==> src/rtl/mul_arbiter.sv <==
// Round-robin arbiter that shares one sequential Booth multiplier among N_REQ requesters.
// Holds operands while the multiplier runs, returns the product or a timeout to the owner.
module mul_arbiter #(
  parameter int unsigned N_REQ       = 4,
  parameter int unsigned ID_SIZ      = 2,
  parameter int unsigned A1_LEN      = 32,
  parameter int unsigned A2_LEN      = 32,
  parameter int unsigned TIMEOUT_CYC = 255,
  parameter int unsigned TO_SIZ      = 8
) (
  input  logic                       clk,
  input  logic                       rst_L,
  input  logic [N_REQ-1:0]           req_valid,
  input  logic [N_REQ*A1_LEN-1:0]    req_a1,
  input  logic [N_REQ*A2_LEN-1:0]    req_a2,
  output logic [N_REQ-1:0]           req_ready,
  output logic [A1_LEN+A2_LEN-1:0]   res_data,
  output logic [N_REQ-1:0]           res_valid,
  output logic                       res_err,
  output logic                       busy,
  output logic                       mul_arm,
  output logic [A1_LEN-1:0]          mul_a1,
  output logic [A2_LEN-1:0]          mul_a2,
  input  logic [A1_LEN+A2_LEN-1:0]   mul_outn,
  input  logic                       mul_fin
);

  typedef enum logic [0:0] {StIdle, StRun} state_e;

  state_e                     state_q;
  logic [ID_SIZ-1:0]          ptr_q, id_q;
  logic [TO_SIZ-1:0]          to_q;
  logic [A1_LEN+A2_LEN-1:0]   res_data_q;
  logic [N_REQ-1:0]           res_valid_q;
  logic                       res_err_q, busy_q, arm_q;
  logic [A1_LEN-1:0]          a1_q;
  logic [A2_LEN-1:0]          a2_q;

  logic                       gnt_vld;
  logic [ID_SIZ-1:0]          gnt_id, ptr_nxt;
  logic [A1_LEN-1:0]          gnt_a1;
  logic [A2_LEN-1:0]          gnt_a2;

  // Two passes: indices at/above ptr first, then the wrapped ones below ptr.
  always_comb begin
    req_ready = '0;
    gnt_vld   = 1'b0;
    gnt_id    = '0;
    gnt_a1    = '0;
    gnt_a2    = '0;
    if (state_q == StIdle) begin
      for (int unsigned j = 0; j < N_REQ; j++) begin
        if (!gnt_vld && (j >= 32'(ptr_q)) && req_valid[j]) begin
          gnt_vld      = 1'b1;
          req_ready[j] = 1'b1;
          gnt_id       = ID_SIZ'(j);
          gnt_a1       = req_a1[j*A1_LEN +: A1_LEN];
          gnt_a2       = req_a2[j*A2_LEN +: A2_LEN];
        end
      end
      for (int unsigned j = 0; j < N_REQ; j++) begin
        if (!gnt_vld && (j < 32'(ptr_q)) && req_valid[j]) begin
          gnt_vld      = 1'b1;
          req_ready[j] = 1'b1;
          gnt_id       = ID_SIZ'(j);
          gnt_a1       = req_a1[j*A1_LEN +: A1_LEN];
          gnt_a2       = req_a2[j*A2_LEN +: A2_LEN];
        end
      end
    end
  end

  assign ptr_nxt = (gnt_id == ID_SIZ'(N_REQ - 1)) ? '0 : gnt_id + 1'b1;

  always_ff @(posedge clk or negedge rst_L) begin
    if (!rst_L) begin
      state_q     <= StIdle;
      ptr_q       <= '0;
      id_q        <= '0;
      to_q        <= '0;
      res_data_q  <= '0;
      res_valid_q <= '0;
      res_err_q   <= 1'b0;
      busy_q      <= 1'b0;
      arm_q       <= 1'b0;
      a1_q        <= '0;
      a2_q        <= '0;
    end else begin
      res_valid_q <= '0;
      res_err_q   <= 1'b0;
      unique case (state_q)
        StIdle: begin
          // mul_fin may linger one cycle after a job; it is deliberately ignored here.
          if (gnt_vld) begin
            a1_q    <= gnt_a1;
            a2_q    <= gnt_a2;
            id_q    <= gnt_id;
            arm_q   <= 1'b1;
            busy_q  <= 1'b1;
            to_q    <= '0;
            ptr_q   <= ptr_nxt;
            state_q <= StRun;
          end
        end
        StRun: begin
          to_q <= to_q + 1'b1;
          if (mul_fin) begin
            res_data_q        <= mul_outn;
            res_valid_q[id_q] <= 1'b1;
            arm_q             <= 1'b0;
            busy_q            <= 1'b0;
            state_q           <= StIdle;
          end else if (to_q == TO_SIZ'(TIMEOUT_CYC)) begin
            res_data_q        <= '0;
            res_valid_q[id_q] <= 1'b1;
            res_err_q         <= 1'b1;
            arm_q             <= 1'b0;
            busy_q            <= 1'b0;
            state_q           <= StIdle;
          end
        end
      endcase
    end
  end

  assign res_data  = res_data_q;
  assign res_valid = res_valid_q;
  assign res_err   = res_err_q;
  assign busy      = busy_q;
  assign mul_arm   = arm_q;
  assign mul_a1    = a1_q;
  assign mul_a2    = a2_q;

endmodule

==> config.mk <==
export PLATFORM = sky130hd
export DESIGN_NAME = mul_arbiter
export DESIGN_NICKNAME = d
export VERILOG_FILES = /design/src/rtl/mul_arbiter.sv
export SDC_FILE = /design/constraint.sdc
export NUM_CORES = 1
export LEC_CHECK = 0
export CAP_MARGIN = 40
export CORE_MARGIN = 2
export CORE_UTILIZATION = 30
export CTS_CLUSTER_SIZE = 40
export DETAILED_ROUTE_END_ITERATION = 6
export GPL_ROUTABILITY_DRIVEN = 0
export PLACE_DENSITY = 0.73
export SETUP_SLACK_MARGIN = 0.05
export SYNTH_ARGS = -nofsm -noshare
export SYNTH_HDL_FRONTEND = slang
export SYNTH_SLANG_ARGS = --single-unit
export TNS_END_PERCENT = 50
==> constraint.sdc <==
create_clock -name clk -period 1.6 [get_ports clk]
set_input_delay 0.16 -clock clk [delete_from_list [all_inputs] [get_ports clk]]
set_output_delay 0.16 -clock clk [all_outputs]
set_load 0.01 [all_outputs]
# Yosys cells after proc, flatten, opt, wreduce, memory -nomap -nowiden
# Cells that the tools add are included.
[totals]
reg_bits = 147
inputBits = 327
elab_cells = 111
[classes]
n_addsub = 2
n_lt_le_gt_ge = 8
eq_ne = 4
muxes = 63
bitwise = 1
n_reduce_logical = 23
[op_table]
columns = ["operator", "count"]
rows = [
  ["32-bit 2-to-1 mux", 14],
  ["64-bit 2-to-1 mux", 2],
  ["1-bit 2-to-1 mux", 31],
  ["4-bit 2-to-1 mux", 4],
  ["8-bit one-hot mux with 2 select lines", 1],
  ["2-bit 2-to-1 mux", 7],
  ["1-bit logical AND", 13],
  ["8-bit by 1-bit adder with 8-bit output (second input constant)", 1],
  ["8-bit equality test (second input constant)", 1],
  ["8-bit 2-to-1 mux", 1],
  ["1-bit zero test", 6],
  ["2-bit AND reduction", 3],
  ["1-bit by 2-bit greater-or-equal comparator with 1-bit output (first input constant)", 2],
  ["1-bit by 2-bit < comparator with 1-bit output (first input constant)", 2],
  ["1-bit one-hot mux with 2 select lines", 2],
  ["2-bit by 3-bit < comparator with 1-bit output (second input constant)", 1],
  ["3-bit by 2-bit != test with 1-bit output (second input constant)", 1],
  ["2-bit by 1-bit adder with 2-bit output (second input constant)", 1],
  ["1-bit demux with 2-bit select", 1],
  ["2-bit equality test (second input constant)", 1],
  ["2-bit by 1-bit greater-or-equal comparator with 1-bit output (second input constant)", 1],
  ["2-bit greater-or-equal comparator (first input constant)", 1],
  ["2-bit < comparator (first input constant)", 1],
  ["2-bit != test (second input constant)", 1],
  ["2 further kinds", 2],
]

# Logic depth before layout (Yosys ltp)
[depth]
ltp_word = 35
mapped_depth = 8
depth_no_buf = 5

# Worst setup path after synthesis
# No wires, ideal clock.
[synth_timing]
kind = "register -> register"
startpoint = "register to_q[0]"
endpoint = "register res_valid_q[3] (netlist: res_valid[3])"
arrival_ps = 1608
path_slack_ps = -128
path_stages_with_launch = 7
path_buffers = 1
cell_sequence = "dfrtp_1 > ha_1 > nand3_1 > nor2_1 > a31oi_1 > clkbuf_1 > and3b_1"
[synth_via]
elab_chain_cells = 4
[synth_rtl]
columns = ["item", "line", "text"]
rows = [
  ["start: declaration", "32", "logic [TO_SIZ-1:0] to_q;"],
  ["start signal: assignment", "106", "to_q <= to_q + 1'b1;"],
  ["8-bit equality test", "113", "end else if (to_q == TO_SIZ'(TIMEOUT_CYC)) begin"],
  ["4-bit 2-to-1 mux", "113", ""],
  ["4-bit 2-to-1 mux", "107", "if (mul_fin) begin"],
  ["4-bit 2-to-1 mux", "91", "unique case (state_q)"],
  ["end signal: assignment", "89", "res_valid_q <= '0;"],
  ["end signal: indexed assignment", "109", "res_valid_q[id_q] <= 1'b1;"],
  ["end signal: indexed assignment", "115", "res_valid_q[id_q] <= 1'b1;"],
  ["end: declaration", "34", "logic [N_REQ-1:0] res_valid_q;"],
]
# Every way passes these cells.
# A chain may end at the register's enable or synchronous reset.

# Worst setup path in the final report
[layout_timing]
startpoint = "register ptr_q[0]"
endpoint = "register a1_q[18] (netlist: mul_a1[18])"
[layout_via]
elab_chain_cells = 34
[layout_rtl]
columns = ["item", "line", "text"]
rows = [
  ["start: declaration", "31", "logic [ID_SIZ-1:0] ptr_q, id_q;"],
  ["start signal: assignment", "101", "ptr_q <= ptr_nxt;"],
  ["1-bit by 2-bit greater-or-equal comparator with 1-bit output", "53", "if (!gnt_vld && (j >= 32'(ptr_q)) && req_valid[j]) begin"],
  ["1-bit logical AND", "53", ""],
  ["1-bit 2-to-1 mux", "53", ""],
  ["1-bit 2-to-1 mux", "51", "if (state_q == StIdle) begin"],
  ["1-bit zero test", "53", ""],
  ["1-bit logical AND (2 in a row)", "53", ""],
  ["1-bit 2-to-1 mux", "53", ""],
  ["1-bit 2-to-1 mux", "51", ""],
  ["[... 15 more ...]", "--", ""],
  ["1-bit logical AND (2 in a row)", "62", "if (!gnt_vld && (j < 32'(ptr_q)) && req_valid[j]) begin"],
  ["1-bit 2-to-1 mux", "62", ""],
  ["1-bit 2-to-1 mux", "51", ""],
  ["1-bit zero test", "62", ""],
  ["1-bit logical AND (2 in a row)", "62", ""],
  ["1-bit 2-to-1 mux", "62", ""],
  ["1-bit 2-to-1 mux", "51", ""],
  ["2-bit AND reduction (no line)", "--", ""],
  ["end signal: assignment", "95", "a1_q <= gnt_a1;"],
  ["end: declaration", "36", "logic [A1_LEN-1:0] a1_q;"],
]
# Several ways; a longest one is shown, not always the timed one. The select of a mux whose other input is x is not followed.

==> impl_results.md <==
- Status: finished with violations
- Failing checks: negative setup slack
- IO buf count: 465
- Peak fanout along the critical path: 39
- Die ar.: 32900 sq um
- Die width: 181 microns
- Internal: 0.0132 W
- Fin. Hold Viols: 0
- Synth Instances: 1060
- Post-DRT Antenna Nets: 0
- Setup slack after layout: -0.337 ns
- Sequential power share: 25.2%
- Antenna violations before repair: 2
- Ports: 466
- Total GRT Usage: 27.6%
- Via-per-instance ratio: 6.12
- Remaining Overflow, GRT: 0
- Unique masters post-synth: 55
- Fmax: 0.516 GHz
- Critical Path AT: 2.26 ns
- Initial core utilization: 30.7%
- Final wirelength: 49.6 mm
- Period utilization: 121%
- Layout cells sized above 1: 23.7%
- Endpoint class of the critical path: register
- Core Region: 30700 sq um
- CTS max path bufs: 2
- Total CTS buffers: 17
- Syn Nets: 1388
- Placed Instance Area: 15200 sq um
- Max Transition Viols Final: 0
- # rows: 64
- Leakage power: 7.27 nW
- Sw power: 0.00819 W
- Worst rel slew slack: 66.9%
- Hold WS: 0.218 ns
- Syn_area_per_cell: 8.90 sq um
- Slowest cell on crit path: dfrtp_2
- Clock Power Share: 20.4%
- Largest net degree at the start of global routing: 65
- Final instance area: 17600 sq um
- Starting DRC count in detailed routing: 1043
- RSZ-0062 raised after global routing: true
- Critical path cell sequence: and2b_4 -> o21bai_4 -> buf_12 -> and3_1 -> o31ai_4 -> a221oi_2
- Fill cells: 2592
- WL/cell: 25.3 microns
- Final layout net count: 1879
- Critical path required time: 1.93 ns
- Initial DRT Pass Iterations: 7
- Power share of the combinational group: 54.4%
- Critical Path Source Type: register
- Crit path max-delay family: compound AO/OA/AOI/OAI gates
- Die Y: 181 microns
- CTS tree: done
- First-pass GRT wire length: 70.5 mm
- Setup_tns: -15.78 ns
- Switching part of the total power: 38.3%
- Max VDD drop: 0.000700 V
- #FFs+latches synth: 147
- Drt drc: 0
- Asr flop ratio synth: 100%
- Synth Flop Type: dfrtp_1
- DR vias: 12000
- Seq/Total Area, Yosys: 39.0%
- Biggest cell delay along the critical path: 0.43 ns
- DP HPWL: 33.1 mm
- Worst Skew: 0.0167 ns
- Power Density: 1220 nW/um^2
- # clock sinks: 147
- Area Overhead vs Synth: 86.2%
- EDFF count, synth: 0
- CP Class: reg -> reg
- Synth warnings: 0
- Slew @ Worst Pin: 0.497 ns
- CP bufs+invs: 1
- CTS H-tree depth: 4
- Cell chosen for the clock root: clkbuf_16
- Number of global-route vias before repair: 12300
- Synth Cell Area: 9430 sq um
- Fin crit period: 1.94 ns
- Final setup violation count: 71
- Clk Latency, worst-skew pair: 0.44 ns
- Clock Pin Slew Worst Setup and Hold Paths: 0.07 ns
- HP Class: in -> async
- Max Cap Violations: 0
==> sequential cells by signal, indices dropped and copies added, names as in the netlist <==
signal,flops
id_q,2
mul_a1,32
mul_a2,32
mul_arm,1
ptr_q,2
res_data,64
res_err,1
res_valid,4
state_q,1
to_q,8
==> stage by stage <==
step	setup slack, ns	utilization (%)	total power [W]	std cells
2_1_floorplan	-0.0361	-	0.00988	1060
3_3_place_gp	-0.647	49.5	0.0147	1894
3_5_place_dp	-0.734	49.5	0.0149	1894
4_1_cts	-0.317	53.7	0.0202	1947
5_1_grt	-0.411	57.1	0.0223	1962
6_report	-0.337	57.1	0.0214	1962
==> what timing repair did <==
item | CTS | global route
hold buffers | 1 | 0
setup endpoints to repair | 159 | 140
cloned | 5 | 8
hold endpoints to repair | 52 | 0
pin swaps | 23 | 62
gates resized for setup | 126 | 184
setup buffers | 15 | 7
==> power groups by stage <==
stage	clock (W)	sequential, W	combinational (W)
after floorplan	0	0.00572	0.00416
after global placement	0	0.00543	0.00930
after detailed placement	0	0.00543	0.00947
after CTS	0.00441	0.00539	0.0104
after global routing	0.00458	0.00552	0.0122
final	0.00435	0.00540	0.0116
==> final cells by class <==
cell class / instances / area, sq um / area share (%)
Timing Repair Buffer: 596 / 6470 / 36.8
Inverter: 3 / 11.3 / 0.0641
Antenna cell: 2 / 5.00 / 0.0285
Sequential cell: 147 / 3680 / 21.0
Tap cell: 396 / 495 / 2.82
Clock inverter: 12 / 169 / 0.961
Multi-Input combinational cell: 786 / 6290 / 35.8
Clock buffer: 20 / 447 / 2.54
==> cell usage after synthesis, drive strengths merged (2+ instances only) <==
cell | instances | share of area, %
inv | 3 | 0.12
o22ai | 62 | 4.1
or2 | 2 | 0.13
dfrtp | 147 | 39
nor2 | 73 | 3.1
o31ai | 43 | 4.3
clkbuf | 60 | 2.5
a22o | 65 | 6.0
or3 | 63 | 4.2
nand2b | 4 | 0.34
nor3b | 7 | 0.68
nor3 | 4 | 0.21
a21oi | 110 | 5.9
a22oi | 3 | 0.38
and2 | 2 | 0.13
nor4 | 3 | 0.36
and3b | 3 | 0.28
nand2 | 73 | 2.9
o311ai | 22 | 2.0
buf | 64 | 4.1
o211ai | 2 | 0.16
a221oi | 84 | 8.9
nand3 | 70 | 3.8
nor2b | 2 | 0.13
o21ai | 7 | 0.41
a31oi | 4 | 0.27
a21o | 2 | 0.16
and3 | 66 | 4.4
==> per-layer routing <==
metal / vias to the layer above / GRT usage (%) / share of wire [%] / wire length [microns]
met1: 5805 / 31.6 / 37 / 18200
met4: 0 / 14.0 / 4.9 / 2430
met5: - / 0 / 0 / 0
met3: 216 / 7.48 / 10 / 4960
li1: 5123 / - / - / -
met2: 869 / 47.2 / 48 / 24000
==> cell families (layout without fill, tap and decap cells) <==
group | Yosys count | count (layout) | share of synthesized area [%]
AOI/OAI and AO/OA | 407 | 407 | 33.1
and+or+nand+nor | 375 | 375 | 20.8
DFF | 147 | 147 | 39.0
buffers and inverters | 127 | 631 | 6.71
xor gates and xnor gates | 2 | 2 | 0.186
adders and majority gates | 1 | 1 | 0.133
muxes | 1 | 1 | 0.119
other | 0 | 2 | 0
==> worst register-to-register path: stages, from the launching register on <==
cell and delay, ns:
dfrtp_2 0.43, and2b_4 0.25, o21bai_4 0.21, buf_12 0.25, and3_1 0.28, o31ai_4 0.10
a221oi_2 0.31
==> cell usage in the layout (no fill, tap or decap), drive strengths merged, types with 2 or more instances in the layout <==
cell	synthesis	final
a21o	2	2
a21oi	110	110
a221oi	84	84
a22o	65	65
a22oi	3	3
a31oi	4	4
and2	2	2
and3	66	66
and3b	3	3
buf	64	129
bufinv	0	3
clkbuf	60	27
clkdlybuf4s50	0	398
clkinvlp	0	2
dfrtp	147	147
diode	0	2
dlygate4sd2	0	23
dlymetal6s2s	0	38
inv	3	9
nand2	73	73
nand2b	4	4
nand3	70	70
nor2	73	73
nor2b	2	2
nor3	4	4
nor3b	7	7
nor4	3	3
o211ai	2	2
o21ai	7	7
o22ai	62	62
o311ai	22	22
o31ai	43	43
or2	2	2
or3	63	63
==> worst paths after layout <==
check                        startpoint           end  slack (ns)  cells after the start
max in group asynchronous         rst_L     mul_a1[8]        0.71                      3
setup reg to reg               ptr_q[0]    mul_a1[18]       -0.34                      6
min in group clk                mul_fin       res_err        0.32                      2
hold reg to reg            res_data[26]  res_data[26]        0.50                      1
setup / recovery               ptr_q[0]    mul_a1[18]       -0.34                      6
hold / removal                    rst_L  res_data[36]        0.22                      2
(Power assumes the default switching activity.)
